### config.mk
export PLATFORM = sky130hd
export DESIGN_NAME = fetch_ifu_flat
export DESIGN_NICKNAME = d
export VERILOG_FILES = /design/src/rtl/fetch_ifu_if.sv /design/src/rtl/fetch_ifu.sv /design/src/flat_wrapper.sv
export SDC_FILE = /design/constraint.sdc
export NUM_CORES = 1
export LEC_CHECK = 0
export ABC_CLOCK_PERIOD_IN_PS = 10200
export CAP_MARGIN = 5
export CORE_UTILIZATION = 60
export DETAILED_ROUTE_END_ITERATION = 10
export MAX_ROUTING_LAYER = met4
export PLACE_DENSITY_LB_ADDON = 0.1
export SYNTH_ARGS = -nofsm -noshare
export SYNTH_HDL_FRONTEND = slang
export SYNTH_SLANG_ARGS = --single-unit
### constraint.sdc
create_clock -name clk_i -period 10.2 [get_ports clk_i]
set_input_delay 1.02 -clock clk_i [delete_from_list [all_inputs] [get_ports clk_i]]
set_output_delay 1.02 -clock clk_i [all_outputs]
set_load 0.02 [all_outputs]
### src/rtl/fetch_ifu_if.sv
// rtl/fetch_ifu_if.sv - fetch unit handshake bundle: redirect, I-cache request/response, decode queue head
interface fetch_ifu_if #(
   parameter int XLEN = 32
);
   logic            redir_i;
   logic [XLEN-1:0] redir_pc_i;
   logic            ic_req_valid_o;
   logic            ic_req_ready_i;
   logic [XLEN-1:0] ic_req_addr_o;
   logic            ic_rsp_valid_i;
   logic [31:0]     ic_rsp_data_i;
   logic            ic_rsp_err_i;
   logic            id_valid_o;
   logic            id_ready_i;
   logic [31:0]     id_instr_o;
   logic [XLEN-1:0] id_pc_o;
   logic            id_err_o;

   // Fetch unit side
   modport master (
      input  redir_i, redir_pc_i,
      output ic_req_valid_o, ic_req_addr_o,
      input  ic_req_ready_i,
      input  ic_rsp_valid_i, ic_rsp_data_i, ic_rsp_err_i,
      output id_valid_o, id_instr_o, id_pc_o, id_err_o,
      input  id_ready_i
   );

   // Environment side: branch logic, I-cache and decode
   modport slave (
      output redir_i, redir_pc_i,
      input  ic_req_valid_o, ic_req_addr_o,
      output ic_req_ready_i,
      output ic_rsp_valid_i, ic_rsp_data_i, ic_rsp_err_i,
      input  id_valid_o, id_instr_o, id_pc_o, id_err_o,
      output id_ready_i
   );
endinterface

### src/rtl/fetch_ifu.sv
// rtl/fetch_ifu.sv - sequential instruction fetch with credit-limited I-cache requests and a fetch queue
module fetch_ifu #(
   parameter int              XLEN            = 32,
   parameter logic [XLEN-1:0] RESET_PC        = '0,
   parameter int              FQ_DEPTH        = 4,
   parameter int              MAX_OUTSTANDING = 2
) (
   input logic         clk_i,
   input logic         rst_i,
   fetch_ifu_if.master bus
);
   localparam int PTR_W = $clog2(FQ_DEPTH);
   localparam int CNT_W = $clog2(FQ_DEPTH + 1);
   localparam int OUT_W = $clog2(MAX_OUTSTANDING + 1);

   logic [XLEN-1:0]  fetch_pc;
   logic [XLEN-1:0]  rsp_pc;
   logic [OUT_W-1:0] outstanding;
   logic [OUT_W-1:0] drop_cnt;
   logic             halted;
   logic [PTR_W-1:0] wr_ptr;
   logic [PTR_W-1:0] rd_ptr;
   logic [CNT_W-1:0] fq_count;

   logic [31:0]      fq_instr [FQ_DEPTH];
   logic [XLEN-1:0]  fq_pc    [FQ_DEPTH];
   logic             fq_err   [FQ_DEPTH];

   logic             credit_ok;
   logic             req_fire;
   logic             push;
   logic             pop;
   logic             head_valid;
   logic [XLEN-1:0]  redir_target;
   logic             unused_redir_lsbs;

   assign redir_target      = {bus.redir_pc_i[XLEN-1:2], 2'b00};
   assign unused_redir_lsbs = ^bus.redir_pc_i[1:0];

   // Queue slots already promised: occupied entries plus live (non-dropped) requests in flight
   always_comb begin
      credit_ok = (int'(fq_count) + int'(outstanding) - int'(drop_cnt)) < FQ_DEPTH;
   end

   assign bus.ic_req_valid_o = !rst_i && !bus.redir_i && !halted &&
                               (int'(outstanding) < MAX_OUTSTANDING) && credit_ok;
   assign bus.ic_req_addr_o  = fetch_pc;
   assign req_fire           = bus.ic_req_valid_o && bus.ic_req_ready_i;

   assign head_valid = (fq_count != '0);
   assign push       = bus.ic_rsp_valid_i && (drop_cnt == '0) && !bus.redir_i;
   assign pop        = head_valid && bus.id_ready_i && !bus.redir_i;

   // Head fields are forced to zero while empty so reset values need no reset on the storage
   assign bus.id_valid_o = head_valid;
   assign bus.id_instr_o = head_valid ? fq_instr[rd_ptr] : '0;
   assign bus.id_pc_o    = head_valid ? fq_pc[rd_ptr]    : '0;
   assign bus.id_err_o   = head_valid ? fq_err[rd_ptr]   : 1'b0;

   // Control state: PCs, in-flight/drop counters, halt flag and queue pointers; redirect overrides all
   always_ff @(posedge clk_i or posedge rst_i) begin
      if (rst_i) begin
         fetch_pc    <= RESET_PC;
         rsp_pc      <= RESET_PC;
         outstanding <= '0;
         drop_cnt    <= '0;
         halted      <= 1'b0;
         wr_ptr      <= '0;
         rd_ptr      <= '0;
         fq_count    <= '0;
      end else if (bus.redir_i) begin
         fetch_pc    <= redir_target;
         rsp_pc      <= redir_target;
         halted      <= 1'b0;
         outstanding <= outstanding - OUT_W'(bus.ic_rsp_valid_i);
         drop_cnt    <= outstanding - OUT_W'(bus.ic_rsp_valid_i);
         wr_ptr      <= '0;
         rd_ptr      <= '0;
         fq_count    <= '0;
      end else begin
         if (req_fire) begin
            fetch_pc <= fetch_pc + XLEN'(4);
         end
         outstanding <= outstanding + OUT_W'(req_fire) - OUT_W'(bus.ic_rsp_valid_i);
         if (bus.ic_rsp_valid_i && (drop_cnt != '0)) begin
            drop_cnt <= drop_cnt - OUT_W'(1);
         end
         if (push) begin
            wr_ptr <= wr_ptr + PTR_W'(1);
            rsp_pc <= rsp_pc + XLEN'(4);
            if (bus.ic_rsp_err_i) begin
               halted <= 1'b1;
            end
         end
         if (pop) begin
            rd_ptr <= rd_ptr + PTR_W'(1);
         end
         fq_count <= fq_count + CNT_W'(push) - CNT_W'(pop);
      end
   end

   // Queue storage: written on live responses only
   always_ff @(posedge clk_i) begin
      if (push) begin
         fq_instr[wr_ptr] <= bus.ic_rsp_data_i;
         fq_pc[wr_ptr]    <= rsp_pc;
         fq_err[wr_ptr]   <= bus.ic_rsp_err_i;
      end
   end

   a_no_push_when_full: assert property (@(posedge clk_i) disable iff (rst_i)
      !(push && (int'(fq_count) == FQ_DEPTH)));

   a_no_unexpected_rsp: assert property (@(posedge clk_i) disable iff (rst_i)
      !(bus.ic_rsp_valid_i && (outstanding == '0)));
endmodule

### src/flat_wrapper.sv
// flat-port wrapper written by rule: the top's interface ports become plain ports
module fetch_ifu_flat 
#(
   parameter int              XLEN            = 32,
   parameter logic [XLEN-1:0] RESET_PC        = '0,
   parameter int              FQ_DEPTH        = 4,
   parameter int              MAX_OUTSTANDING = 2
)
  (clk_i, rst_i, bus_redir_i, bus_redir_pc_i, bus_ic_req_valid_o, bus_ic_req_addr_o, bus_ic_req_ready_i, bus_ic_rsp_valid_i, bus_ic_rsp_data_i, bus_ic_rsp_err_i, bus_id_valid_o, bus_id_instr_o, bus_id_pc_o, bus_id_err_o, bus_id_ready_i);
  fetch_ifu_if #(.XLEN(XLEN)) bus_i ();
  input logic clk_i;
  input logic rst_i;
  input wire logic [$bits(bus_i.redir_i)-1:0] bus_redir_i;
  input wire logic [$bits(bus_i.redir_pc_i)-1:0] bus_redir_pc_i;
  output wire logic [$bits(bus_i.ic_req_valid_o)-1:0] bus_ic_req_valid_o;
  output wire logic [$bits(bus_i.ic_req_addr_o)-1:0] bus_ic_req_addr_o;
  input wire logic [$bits(bus_i.ic_req_ready_i)-1:0] bus_ic_req_ready_i;
  input wire logic [$bits(bus_i.ic_rsp_valid_i)-1:0] bus_ic_rsp_valid_i;
  input wire logic [$bits(bus_i.ic_rsp_data_i)-1:0] bus_ic_rsp_data_i;
  input wire logic [$bits(bus_i.ic_rsp_err_i)-1:0] bus_ic_rsp_err_i;
  output wire logic [$bits(bus_i.id_valid_o)-1:0] bus_id_valid_o;
  output wire logic [$bits(bus_i.id_instr_o)-1:0] bus_id_instr_o;
  output wire logic [$bits(bus_i.id_pc_o)-1:0] bus_id_pc_o;
  output wire logic [$bits(bus_i.id_err_o)-1:0] bus_id_err_o;
  input wire logic [$bits(bus_i.id_ready_i)-1:0] bus_id_ready_i;
  assign bus_i.redir_i = bus_redir_i;
  assign bus_i.redir_pc_i = bus_redir_pc_i;
  assign bus_ic_req_valid_o = bus_i.ic_req_valid_o;
  assign bus_ic_req_addr_o = bus_i.ic_req_addr_o;
  assign bus_i.ic_req_ready_i = bus_ic_req_ready_i;
  assign bus_i.ic_rsp_valid_i = bus_ic_rsp_valid_i;
  assign bus_i.ic_rsp_data_i = bus_ic_rsp_data_i;
  assign bus_i.ic_rsp_err_i = bus_ic_rsp_err_i;
  assign bus_id_valid_o = bus_i.id_valid_o;
  assign bus_id_instr_o = bus_i.id_instr_o;
  assign bus_id_pc_o = bus_i.id_pc_o;
  assign bus_id_err_o = bus_i.id_err_o;
  assign bus_i.id_ready_i = bus_id_ready_i;
  fetch_ifu #(.XLEN(XLEN), .RESET_PC(RESET_PC), .FQ_DEPTH(FQ_DEPTH), .MAX_OUTSTANDING(MAX_OUTSTANDING)) u_core (.clk_i(clk_i), .rst_i(rst_i), .bus(bus_i));
endmodule
==> results of run 1 <==
==> critical path: stages, from the launching register on <==
cell             delay [ns]
dfrtp_1                0.39
ha_1                   0.23
fa_1                   0.45
ha_1                   0.29
a21o_1                 0.18
nor2_1                 0.07
ha_1                   0.29
nand2b_1               0.06
nor4_1                 0.34
mux2i_1                0.41
a21oi_1                0.39
clkdlybuf4s50_1        0.67
==> where the power goes <==
part           internal [µW]  switching [µW]  total [µW]  leakage, µW
Clock                    704             468        1170     0.000526
Combinational            585             597        1180      0.00209
Sequential              1530            96.6        1630      0.00312
==> cell type report <==
cell class,instances,area [µm²]
flip-flops and latches,324,9374
fillers,1440,5837
multi-input cells,463,4179
repair buffers,171,1692
clock buffers,36,824.5
well taps,285,356.6
clock inverters,21,237.7
inverters,19,71.32
==> routing by layer <==
layer | part of all wire (%) | wire [µm]
met1 | 44 | 11800
met2 | 48 | 12900
met3 | 6.0 | 1598
met4 | 1.7 | 448
met5 | 0 | 0
==> path summary, 6_finish.rpt <==
| path | slack (ns) | startpoint | cells past startpoint | end |
|---|---|---|---|---|
| max | 4.87 | u_core.fq_count[0] | 11 | bus_ic_req_valid_o |
| max in group asynchronous | 8.15 | rst_i | 3 | u_core.rd_ptr[0] |
| min | 0.58 | u_core.wr_ptr[1] | 2 | u_core.wr_ptr[1] |
| min in group asynchronous | 0.99 | rst_i | 2 | u_core.bus.ic_req_addr_o[8] |
| max reg2reg | 6.32 | u_core.fq_count[0] | 14 | u_core.outstanding[0] |
| min reg2reg | 0.58 | u_core.wr_ptr[1] | 2 | u_core.wr_ptr[1] |
==> sequential cells by signal (all words and copies together), names as in the netlist, 3 cells and up <==
| name | cells |
|---|---|
| u_core.fq_pc | 120 |
| u_core.rsp_pc | 30 |
| u_core.fq_count | 3 |
| u_core.fq_err | 4 |
| u_core.fq_instr | 128 |
| u_core.bus.ic_req_addr_o | 30 |
==> placed cells by master, fill, tap and decap left out, types with 4 or more instances in the layout <==
master,count
edfxtp_1,252
clkdlybuf4s50_1,163
dfrtp_1,70
and2_1,66
mux4_2,63
nand2_1,35
nor2_1,32
clkbuf_16,31
mux2_2,28
xnor2_1,27
a21oi_1,27
xor2_1,26
nand4_1,19
nand3_1,17
inv_1,17
o21ai_0,15
ha_1,15
and3_1,11
clkinv_2,11
a31oi_1,9
buf_4,8
nor4_1,6
and4_1,6
nor3_1,5
bufinv_16,5
nand2b_1,4
mux2i_1,4
or3_1,4
and2_4,4
conb_1,4
==> through the flow <==
step / power, µW / utilization [%] / instances / instance area [µm²] / hold WS, ns
floorplan: 2382 / - / 848 / 13800 / 0.4769
global placement: 2827 / 69.43 / 1262 / 15670 / 0.5365
detailed placement: 2844 / 69.43 / 1262 / 15670 / 0.5522
CTS: 4019 / 74.14 / 1319 / 16730 / 0.5833
global route: 4164 / 74.14 / 1319 / 16730 / 0.5899
finish: 3981 / 74.14 / 1319 / 16730 / 0.5781
==> cell families (layout without fill, tap and decap cells) <==
| kind of cell | count (synthesis) | in the layout | share of synthesized area, % |
|---|---|---|---|
| buf+inv | 61 | 247 | 1.888 |
| fa+ha+maj | 17 | 17 | 1.652 |
| other cells | 1 | 4 | 0.02720 |
| xor+xnor | 53 | 53 | 3.367 |
| compound gates | 75 | 75 | 3.476 |
| mux | 96 | 96 | 12.98 |
| flops | 324 | 324 | 67.96 |
| simple gates | 218 | 218 | 8.658 |
==> flow_summary.yaml, run 1 <==
run_status:
  outcome: "complete, no violations"
sta:
  post-route-period-util_pct: 52.23
  fin_tns_setup_ns: 0
  fmax_mhz: 187.7
  setup_violations: 0
  worst_slack_ns: 4.872
  timing.max_slew.rel_slack_pct: 32.31
  min_period_ns: 5.328
  rsz0062_at_grt: "no"
  tightest_slew_ns: 1.015
  clock_skew_ns: 0.01068
  drv_slew: 0
  hold_viol: 0
synthesis:
  synthCells: 845
  ys_ff_latch: 324
  yosysMostFrequentCell: "edfxtp_1"
  synth_top_area_cell: "edfxtp_1"
  ys_types: 50
  netlist.area_leader.share_pct: 54.89
  syn_avg_cell_area_um2: 16.32
  yosysWarnings: 0
  netlist_area_um2: 13790
  ys_top_cells_by_area: "edfxtp_1 55%, dfrtp_1 13%, mux4_2 10%, and2_1 3.2%, mux2_2 2.3%"
  synthTopCellsByCount: "252 x edfxtp_1, 72 x dfrtp_1, 70 x and2_1"
  async_flop_share_pct: 22.22
  synth_edf_count: 252
  synth_top_flop_cell: "edfxtp_1"
  yosysSeqAreaShare_pct: 67.96
worst_setup_path:
  crit_fanout: 12
  cp.arrival_ns: 4.31
  worstSetupEndpointType: "output port"
  worstSetupPathType: "flop to output port"
  startpoint_type: "flop"
  cp.required_ns: 9.18
job:
  cap_violations: 0
clocking:
  htreeDepth: 1
  hold_buffers: 0
  clock-root-buffer: "clkbuf_16"
  cts_tree: "built"
  cts_buffer_depth: 3
  cts_post_setup_buffers_inserted: 0
  cts_made_buffers: 31
  clk_pin_slew_worst_paths_ns: 0.06
  insertion_delay_ns: 0.54
  post_cts_resized: 0
  clock-sinks: 324
global_routing:
  met1_usage_pct: 34.24
  top_usage_layer: "met2"
  grt_pass1_wl_um: 42710
  use_met3_pct: 3.579
  grtUsageTotal_pct: 24.24
  antenna_found_initial: 0
  grt_pass1_vias: 7873
  gr-total-overflow: 0
  grt_use_met2_pct: 38.05
  grt_start_max_net_pins: 67
placement:
  hpwl_um: 16350
  gp_congestion: 0.8551
  place_ws_ns: 5.485
  port_buffers: 163
routing:
  drt-vias-per-instance: 5.904
  drc: 0
  drt_wl_total_um: 26740
  drt_iter0_markers: 511
  wl_per_cell_um: 20.28
  via_count: 7788
  drtPass1Iterations: 5
  antenna_left: 0
floorplan:
  die_area_um2: 23590
  initial_core_util_pct: 61.08
  io_pins: 170
  die_h_um: 153.6
  coreArea_um2: 22570
  core.rowCount: 55
  die_w_um: 153.6
pwr:
  p_leak_uw: 0.005735
  p_per_area_nw_per_um2: 237.9
  vdd_drop_max_uv: 168.5
cells_and_area:
  area_delta_synth_final_pct: 21.38
  layout-drive-gt1-share_pct: 16.15
  layout.nets: 1098
  antenna_cells: 0
min_path:
  hp-class: "flop to flop"
No activity file was read; power rests on OpenSTA's default activity.
==> run 2: changes to the inputs <==
--- a/config.mk
+++ b/config.mk
@@ -5,9 +5,9 @@
 export SDC_FILE = /design/constraint.sdc
 export NUM_CORES = 1
 export LEC_CHECK = 0
-export ABC_CLOCK_PERIOD_IN_PS = 10200
+export ABC_CLOCK_PERIOD_IN_PS = 4510
 export CAP_MARGIN = 5
-export CORE_UTILIZATION = 60
+export CORE_UTILIZATION = 50
 export DETAILED_ROUTE_END_ITERATION = 10
 export MAX_ROUTING_LAYER = met4
 export PLACE_DENSITY_LB_ADDON = 0.1
==> constraint.sdc (replaced) <==
create_clock -name clk_i -period 4.51 [get_ports clk_i]
set_input_delay 0.451 -clock clk_i [delete_from_list [all_inputs] [get_ports clk_i]]
set_output_delay 0.451 -clock clk_i [all_outputs]
set_load 0.02 [all_outputs]
==> run 2 against run 1 <==
Compared with the run above:
- clock skew increased by 0.0023 ns
- largest cell class unchanged
- utilization decreased by 11 points
- via count increased by 0.62%
- cell area increased by 1.8%
- wire length increased by 3.9%
- final cell count increased by 5.3%
- register-to-register slack got worse by 5.4 ns
- sequential share of layout area decreased by 0.97 points
- total power increased by 130%
- die area increased by 20%
- global-route usage decreased by 3.3 points
==> flow_summary.yaml, run 2 (synthesis gave the netlist of run 1 again) <==
sta:
  hold_viol: 0
  setup_violations: 0
  drv_slew: 0
  fmax_mhz: 231.7
  min_period_ns: 4.315
  post-route-period-util_pct: 95.69
  rsz0062_at_grt: "no"
  tightest_slew_ns: 0.9736
  clock_skew_ns: 0.01300
  timing.max_slew.rel_slack_pct: 35.09
  fin_tns_setup_ns: 0
worst_setup_path:
  cp_slowest_cell: "clkdlybuf4s50_1"
  cp.arrival_ns: 3.86
  crit_fanout: 3
  startpoint_type: "flop"
  cp_cell_sequence: "ha_1, fa_1, ha_1, a21o_1, nor2_1, ha_1, nand2b_1, nor4_1, mux2i_1, a21oi_2, clkdlybuf4s50_1"
  slowest_delay_ns: 0.66
  path_buf_inv: 1
  cp.required_ns: 4.06
  worstSetupEndpointType: "output port"
  ff2ff_setup_slack_ns: 0.96
  worstSetupPathType: "flop to output port"
  crit_family: "adder cells"
  cp_common_cell: "ha_1"
clocking:
  clock-sinks: 324
  htreeDepth: 2
  cts_tree: "built"
  cts_made_buffers: 35
  clock-root-buffer: "clkbuf_16"
  cts_buffer_depth: 3
  clk_pin_slew_worst_paths_ns: 0.06
  insertion_delay_ns: 0.51
min_path:
  hp-class: "input pin to asynchronous set/reset pin"
cells_and_area:
  largest_register_ffs: 128
  final_area_um2: 17030
  layout.nets: 1110
  antenna_cells: 0
  largest-register: "u_core.fq_instr"
  fillers: 1996
  layout_commonest_cell: "edfxtp_1"
  area_delta_synth_final_pct: 23.51
  final_cell_mix: "252 x edfxtp_1, 163 x clkdlybuf4s50_1, 70 x dfrtp_1, 66 x and2_1, 63 x mux4_2"
  largest_registers: "u_core.fq_instr (128), u_core.fq_pc (120)"
  layout-drive-gt1-share_pct: 16.32
placement:
  postPlaceCellArea_um2: 15890
  port_buffers: 163
  hpwl_um: 17860
  gp_congestion: 0.8711
floorplan:
  core.rowCount: 60
  die_w_um: 168.1
  die_area_um2: 28240
  initial_core_util_pct: 51.01
  io_pins: 170
  coreArea_um2: 27030
  die_h_um: 168.1
routing:
  via_count: 7836
  drt-vias-per-instance: 5.641
  drt_iter0_markers: 514
  antenna_left: 0
  wl_per_cell_um: 20.00
  drtPass1Iterations: 4
  drt_wl_total_um: 27780
  drc: 0
pwr:
  p_leak_uw: 0.005829
  p_per_area_nw_per_um2: 541.0
  vdd_drop_max_uv: 268.8
global_routing:
  grtUsageTotal_pct: 20.93
  antenna_found_initial: 0
  grt_pass1_vias: 7931
  gr-total-overflow: 0
  grt_pass1_wl_um: 43990
  grt_start_max_net_pins: 64
run_status:
  outcome: "complete, no violations"
job:
  cap_violations: 0
run 2: changes by cell type in the layout (fill, tap and decap cells not counted), moves of 2 or more:
| cell | previous run | this run |
|---|---|---|
| clkinvlp_4 | 2 | 0 |
| buf_12 | 0 | 7 |
| and2_2 | 0 | 4 |
| clkinv_1 | 1 | 3 |
| bufinv_16 | 5 | 3 |
| clkinv_2 | 11 | 6 |
| clkbuf_1 | 2 | 11 |
| and2_4 | 4 | 0 |
| clkbuf_16 | 31 | 37 |
run 2: layer usage:
layer / track usage, % / routed length, µm
met5: - / 0
met4: 5.178 / 452
met3: 3.738 / 1626
met2: 32.68 / 13030
met1: 28.81 / 12680
run 2: timing repair:
action	in CTS	in global routing
hold buffers	0	0
endpoints found under the setup margin	0	1
buffers inserted	0	0
resized for setup	0	1
run 2: metrics by stage:
| step | worst slack, ns | util [%] | hold slack, ns | total power, µW | std cells |
|---|---|---|---|---|---|
| after floorplan | 1.005 | - | 0.4769 | 5387 | 848 |
| after global placement | 0.6989 | 58.78 | 0.5458 | 6462 | 1326 |
| after detailed placement | 0.6440 | 58.78 | 0.5347 | 6494 | 1326 |
| after CTS | 0.09925 | 63.00 | 0.4427 | 9327 | 1389 |
| after global routing | 0.01896 | 63.01 | 0.4987 | 9647 | 1389 |
| final | 0.1945 | 63.01 | 0.4336 | 9212 | 1389 |
run 2: cell type report:
type                       instances  area (µm²)  share of cell area (%)
tap                              341       426.7                   2.506
clock buffer                      51        1008                   5.922
multi-input combinational        463        4178                   24.53
clock inverter                    12       131.4                  0.7715
timing repair buffer             179        1839                   10.80
inverter                          19       71.32                  0.4188
sequential                       324        9374                   55.05
run 2: path summary, 6_finish.rpt:
kind                                         start                           end  cells past startpoint
worst min register to register       u_core.halted                 u_core.halted                      2
max in group asynchronous                    rst_i              u_core.rd_ptr[0]                      3
worst min-delay path                         rst_i   u_core.bus.ic_req_addr_o[4]                      2
worst max register to register  u_core.fq_count[0]  u_core.bus.ic_req_addr_o[21]                     12
min in group clk_i                   u_core.halted                 u_core.halted                      2
worst max-delay path            u_core.fq_count[0]            bus_ic_req_valid_o                     11
run 2: where the power goes:
group	switching [µW]	internal [µW]	leakage, µW
combinational	1330	1350	0.00215
clock	1100	1720	0.000561
sequential	250	3460	0.00312
total	2680	6540	0.00583
